[src/rtl/instr_fetch.sv]
`default_nettype none
// ============================================================================
// Module   : instr_fetch
// Purpose  : PC owner and instruction fetch stage feeding the sisc IR; fetch
//            timeout/HALT logic enabled by macro IFETCH_TIMEOUT_EN.
// Revision : 1.0 - initial release
// ============================================================================
module instr_fetch #(
    parameter int              PC_W     = 16,
    parameter logic [PC_W-1:0] RESET_PC = '0,
    parameter int              TIMEOUT  = 15
) (
    input  logic            CLK,
    input  logic            RST,
    output logic [PC_W-1:0] IM_ADDR,
    output logic            IM_REQ,
    input  logic            IM_ACK,
    input  logic [31:0]     IM_DATA,
    input  logic            PC_WRITE,
    input  logic            BR_TAKEN,
    input  logic            BR_ABS,
    input  logic [PC_W-1:0] BR_TARGET,
    output logic [31:0]     IR,
    output logic            IR_VALID,
    output logic [PC_W-1:0] PC,
    output logic            FAULT
);

    typedef enum logic [1:0] {
        ST_START = 2'd0,
        ST_WAIT  = 2'd1,
        ST_READY = 2'd2
`ifdef IFETCH_TIMEOUT_EN
        , ST_HALT = 2'd3
`endif
    } state_t;

    if (TIMEOUT < 1) begin : g_bad_timeout
        $error("instr_fetch: TIMEOUT must be >= 1");
    end

    state_t            r_state, w_state_n;
    logic [PC_W-1:0]   r_pc, w_pc_n;
    logic [31:0]       r_ir, w_ir_n;
    logic              r_valid, w_valid_n;
    logic              r_req, w_req_n;
    logic [PC_W-1:0]   w_pc_seq, w_pc_br;

`ifdef IFETCH_TIMEOUT_EN
    localparam int c_CNT_W = $clog2(TIMEOUT + 1);
    logic [c_CNT_W-1:0] r_cnt, w_cnt_n;
    logic               r_fault, w_fault_n;
`endif

    // Relative targets are offsets from the sequential successor.
    assign w_pc_seq = r_pc + {{(PC_W-1){1'b0}}, 1'b1};
    assign w_pc_br  = BR_ABS ? BR_TARGET : (w_pc_seq + BR_TARGET);

    always_comb begin
        w_state_n = r_state;
        w_pc_n    = r_pc;
        w_ir_n    = r_ir;
        w_valid_n = r_valid;
        w_req_n   = r_req;
`ifdef IFETCH_TIMEOUT_EN
        w_cnt_n   = r_cnt;
        w_fault_n = r_fault;
`endif
        case (r_state)
            ST_START: begin
                w_state_n = ST_WAIT;
                w_req_n   = 1'b1;
`ifdef IFETCH_TIMEOUT_EN
                w_cnt_n   = '0;
`endif
            end
            ST_WAIT: begin
                if (IM_ACK) begin
                    w_ir_n    = IM_DATA;
                    w_valid_n = 1'b1;
                    w_req_n   = 1'b0;
                    w_state_n = ST_READY;
                end
`ifdef IFETCH_TIMEOUT_EN
                // This cycle is the TIMEOUT-th without ack; a same-cycle ack wins above.
                else if (r_cnt == c_CNT_W'(TIMEOUT - 1)) begin
                    w_fault_n = 1'b1;
                    w_req_n   = 1'b0;
                    w_valid_n = 1'b0;
                    w_state_n = ST_HALT;
                end else begin
                    w_cnt_n = r_cnt + c_CNT_W'(1);
                end
`endif
            end
            ST_READY: begin
                if (PC_WRITE) begin
                    w_pc_n    = BR_TAKEN ? w_pc_br : w_pc_seq;
                    w_valid_n = 1'b0;
                    w_req_n   = 1'b1;
                    w_state_n = ST_WAIT;
`ifdef IFETCH_TIMEOUT_EN
                    w_cnt_n   = '0;
`endif
                end
            end
`ifdef IFETCH_TIMEOUT_EN
            ST_HALT: begin
            end
`endif
            default: begin
                w_state_n = ST_START;
                w_req_n   = 1'b0;
                w_valid_n = 1'b0;
            end
        endcase
    end

    always_ff @(posedge CLK or posedge RST) begin
        if (RST) begin
            r_state <= ST_START;
            r_pc    <= RESET_PC;
            r_ir    <= '0;
            r_valid <= 1'b0;
            r_req   <= 1'b0;
`ifdef IFETCH_TIMEOUT_EN
            r_cnt   <= '0;
            r_fault <= 1'b0;
`endif
        end else begin
            r_state <= w_state_n;
            r_pc    <= w_pc_n;
            r_ir    <= w_ir_n;
            r_valid <= w_valid_n;
            r_req   <= w_req_n;
`ifdef IFETCH_TIMEOUT_EN
            r_cnt   <= w_cnt_n;
            r_fault <= w_fault_n;
`endif
        end
    end

    assign IM_ADDR  = r_pc;
    assign PC       = r_pc;
    assign IM_REQ   = r_req;
    assign IR       = r_ir;
    assign IR_VALID = r_valid;
`ifdef IFETCH_TIMEOUT_EN
    assign FAULT    = r_fault;
`else
    assign FAULT    = 1'b0;
`endif

endmodule
`default_nettype wire

[config.mk]
export PLATFORM = sky130hd
export DESIGN_NAME = instr_fetch
export DESIGN_NICKNAME = d
export VERILOG_FILES = /design/src/rtl/instr_fetch.sv
export SDC_FILE = /design/constraint.sdc
export NUM_CORES = 1
export LEC_CHECK = 0
export BUFFER_PORTS_ARGS = -buffer_cell sky130_fd_sc_hd__buf_2
export CAP_MARGIN = 10
export CORE_ASPECT_RATIO = 0.6
export CORE_MARGIN = 2
export CORE_UTILIZATION = 45
export CTS_BUF_LIST = sky130_fd_sc_hd__clkbuf_4 sky130_fd_sc_hd__clkbuf_8
export DETAILED_ROUTE_END_ITERATION = 8
export HOLD_SLACK_MARGIN = 0.06
export PLACE_DENSITY_LB_ADDON = 0.2
export SLEW_MARGIN = 20
export SYNTH_ARGS = -nofsm -noshare
export SYNTH_HDL_FRONTEND = slang
export SYNTH_SLANG_ARGS = --single-unit
[constraint.sdc]
create_clock -name CLK -period 4.8 [get_ports CLK]
set_input_delay 0.96 -clock CLK [delete_from_list [all_inputs] [get_ports CLK]]
set_output_delay 0.96 -clock CLK [all_outputs]
set_load 0.005 [all_outputs]
# --- Word level (Yosys, flattened, before mapping) ---
# Index checks and enable logic that the tools add are counted.
word_totals:
  regBits: 52
  out_inout_bits: 67
  elab_cells: 28
  in_bits: 54
classes:
  bitwise_logic: 1
  add_sub_neg: 2
  n_mux: 11
  n_eq_ne: 4
  n_reduce_logical: 5
op_table:
  columns: ["cell", "n"]
  rows:
  - ["16-bit 2-to-1 mux", 2]
  - ["16-bit by 1-bit adder with 16-bit output (second input constant)", 1]
  - ["16-bit adder", 1]
  - ["1-bit case mux with 3 select lines", 2]
  - ["2-bit case mux with 3 select lines", 1]
  - ["2-bit AND reduction", 3]
  - ["1-bit 2-to-1 mux", 4]
  - ["2-bit 2-to-1 mux", 2]
  - ["2-bit != test (second input constant)", 2]
  - ["3-bit AND reduction", 1]
  - ["2-bit by 1-bit equality test with 1-bit output (second input constant)", 1]
  - ["2-bit equality test (second input constant)", 1]
  - ["2-bit logical NOT", 1]
  - ["1-bit NOT", 1]

# --- Logic depth before layout (Yosys ltp) ---
logic_depth:
  depth_word: 4
  mapped_depth: 12
  ltp_nobuf: 12

# --- Worst setup path before layout ---
# OpenSTA, ideal clock, no wires.
synth_timing:
  kind: "reg-to-reg"
  start: "register r_pc[0], in the netlist IM_ADDR[0]"
  end: "register r_pc[15], in the netlist IM_ADDR[15]"
  path_buffers: 0
  arrival_ns: 2.965
  t_required_ns: 4.660
  slack_ns: 1.695
  path_stages_with_launch: 13
  setup_time_ns: 0.140
  synth_period_minus_slack_ns: 3.105
  cell_sequence: "dfrtp_1 > ha_1 > nand3_1 > nor3_1 > xor2_1 > ha_1 > and2_1 > nand3_1 > a21oi_1 > or3_1 > o22a_1 > a2111oi_0 > a211oi_1"
synth_via:
  elab_chain_len: 4
synth_lines:
  columns: ["item", "line_no", "text"]
  rows:
  - ["from (decl)", "43", "logic [PC_W-1:0] r_pc, w_pc_n;"]
  - ["from (signal assigned)", "132", "r_pc <= w_pc_n;"]
  - ["16-bit by 1-bit adder with 16-bit output (*)", "56", "assign w_pc_seq = r_pc + {{(PC_W-1){1'b0}}, 1'b1};"]
  - ["16-bit adder", "57", "assign w_pc_br = BR_ABS ? BR_TARGET : (w_pc_seq + BR_TARGET);"]
  - ["16-bit 2-to-1 mux", "57", null]
  - ["16-bit 2-to-1 mux (*)", "98", "w_pc_n = BR_TAKEN ? w_pc_br : w_pc_seq;"]
# Every way passes the cells marked *; elsewhere a longest branch is shown, timed or not.
# A chain may end at the register's enable or synchronous reset.

# --- Final worst setup path ---
# Same ends and word-level chain as after synthesis.

==> flow_summary.ini <==
[sta]
max_freq_mhz = 275
tns_ns = 0
skew_ns = 0.00949
worst_pin_slew_ns = 0.678
rsz0062_at_grt = no
fin_crit_ns = 3.64
hold_viol_final = 0
setup_violations = 0
finalCritPeriodShare_pct = 75.8
relSlewSlack_pct = 54.8
maxSlewViolCount = 0

[synthesis]
synthArstFlopShare_pct = 100
yosys-top-cells-area = dfrtp_1, mux2_2, ha_1
avgSynthCellArea_um2 = 9.70
synth_common_cells = dfrtp_1, a21oi_1, mux2_2, nand2_1, o21ai_0
synth_top_cell_area_share_pct = 36.5
synth_seq_cells = 51
synth_top_area_cell = dfrtp_1
synthFlopType = dfrtp_1
ys_types = 52
syn_area_mm2 = 0.00350
synth_edf_count = 0
syn-num-nets = 436
synth_warnings = 0
synthCells = 361
synth_simple_gate_area_share_pct = 13.7
synth_mux_area_share_pct = 12.4
synth_top_family_by_area = compound AO/OA/AOI/OAI gates
synth.most_common_cell = dfrtp_1
yosys.area_share.adder_pct = 7.72
ys_seq_area_share_pct = 36.5
synth_compound_area_share_pct = 16.3
synth_xor_area_share_pct = 6.25

[placement]
port_buffers = 119
place_hpwl_mm = 6.61
dp_cells = 553
dpl_cell_area_mm2 = 0.00402
gp_congestion = 0.909

[critical_path]
crit_chain = ha_1, nand3_1, nor3_1, xor2_1, ha_1, and2_1, nand3_1, a21oi_1, or3_1, o22a_1, a2111oi_0, a211oi_1
crit_path_end_kind = register
worst-path-buf-inv = 0
critical_path_class = register to register
path_delay_family = simple AND/OR/NAND/NOR gates
crit_path_start_kind = register
crit_slowest_cell = dfrtp_1
cp.required_ns = 5.00
path_max_fanout = 8
crit_path_max_incr_delay_ns = 0.49
worst_ep_arrival_time_ns = 3.84

[hold_path]
min_path_type = register to register

[die]
core-area_mm2 = 0.00739
die_x_um = 118
row_count = 24
die_h_um = 72.3
start_util_pct = 47.4
die_area_mm2 = 0.00852
ioPinCount = 121

[drt]
viasPerCell = 5.36
wirelength_mm = 8.80
wl_per_cell_um = 15.7
via_count = 3007
dr.pass1.iters = 5
drc_errors = 0
dr_wl_met3_um = 569
initialDrtViolationCount = 217
top_layer = met4
dr_wl_met2_mm = 3.65
ant_nets = 0
wl_met1_mm = 4.51

[power_and_ir_drop]
switching_power_uw = 991
p_sw_share_pct = 40.7
p_clk_share_pct = 13.2
p_leak_uw = 0.00201
total_power_uw = 2440
power_density_mw_per_mm2 = 590
ir_drop_mv = 0.221
sequentialPowerShare_pct = 34.3
combPwrFrac_pct = 52.5
power.internal_uw = 1450

[global_route]
antenna_found_initial = 0
grt-ovfl-total = 0
grt_use_total_pct = 20.9
grt_pass1_wl_mm = 13.9
grt_max_degree = 52
grt_pass1_vias = 2708

[cts]
hold_buffers = 0
cts_made_buffers = 5
cts_resized = 0
cts_buffer_depth = 2
cts.sinks = 51
post_cts_buffers = 0
clk_latency_ns = 0.33
cts.clk_slew.worst_paths_ns = 0.10
cts_max_level = 2
cts_tree = built
cts_root_buffer = clkbuf_8

[cells_and_area]
diodes = 0
fin_nets = 531
fin_cells = 561
syn2layout_area_growth_pct = 18.0
fin_area_mm2 = 0.00413
fillers = 717
fin_util_pct = 55.9
drive_gt1_share_pct = 37.9

[flow_run]
cap_violations = 0

[run_status]
status = complete, no violations
[power groups by stage]
stage               clock, µW  combinational [µW]  sequential, µW
floorplan                   0                 917             828
global route              350                1410             872
global placement            0                1250             831
finish                    321                1280             836
CTS                       329                1280             836
detailed placement          0                1270             847
[path summary, 6_finish.rpt]
check	start	end	depth (start not counted)	slack, ns
worst max register to register	IM_ADDR[0]	IM_ADDR[15]	12	1.16
worst max-delay path	IM_ADDR[0]	IM_ADDR[15]	12	1.16
worst min-delay path	IR[0]	IR[0]	1	0.51
worst min register to register	IR[0]	IR[0]	1	0.51
min in group asynchronous	RST	IM_ADDR[14]	2	0.72
max in group asynchronous	RST	IR[7]	2	3.66
[cells in the final DEF (no fill, tap or decap), types with 5 or more instances in the layout]
cell	n
dfrtp_1	51
buf_2	119
clkbuf_8	5
xor2_1	12
xnor2_1	13
nor2b_1	8
nor2_1	24
a21oi_1	33
nand2_1	30
inv_1	5
nor3_1	5
mux2_2	33
ha_1	20
o21ai_0	25
nand3_1	7
a21o_1	5
[stage by stage]
stage	worst slack (ns)	hold slack, ns
6_report	1.16	0.509
5_1_grt	0.833	0.523
4_1_cts	1.24	0.512
3_5_place_dp	1.28	0.489
3_3_place_gp	1.36	0.481
2_1_floorplan	1.69	0.488
[registers in the layout, summed over array words and instances, names as in the netlist]
register	cells
IR	32
IM_ADDR	16
r_state	2
IR_VALID	1
[layer usage]
layer / vias up / global-route usage, %
met3: 8 / 4.40
met4: 0 / 6.96
met2: 112 / 29.2
met1: 1425 / 31.8
li1: 1462 / -
met5: - / 0
[cell families after synthesis]
| logic type | count (synthesis) |
|---|---|
| AOI/OAI and AO/OA | 94 |
| xor gates and xnor gates | 25 |
| adders and majority gates | 21 |
| buffers and inverters | 39 |
| DFF | 51 |
| muxes | 38 |
| other | 1 |
| and+or+nand+nor | 92 |
[area by class of cell]
| type | count | area [µm²] | share of cell area [%] |
|---|---|---|---|
| clock buffers | 5 | 68.8 | 1.67 |
| clock inverters | 3 | 46.3 | 1.12 |
| inverters | 6 | 25.0 | 0.606 |
| multi-input cells | 271 | 1970 | 47.8 |
| flip-flops and latches | 51 | 1280 | 30.9 |
| well taps | 104 | 130 | 3.15 |
| repair buffers | 121 | 611 | 14.8 |
[worst register-to-register path: stages, from the launching register on]
cell and delay [ns]:
dfrtp_1 0.49, ha_1 0.28, nand3_1 0.29, nor3_1 0.39, xor2_1 0.23, ha_1 0.32, and2_1 0.21, nand3_1 0.10
a21oi_1 0.07, or3_1 0.41, o22a_1 0.24, a2111oi_0 0.42, a211oi_1 0.08
(Power assumes the default switching activity.)
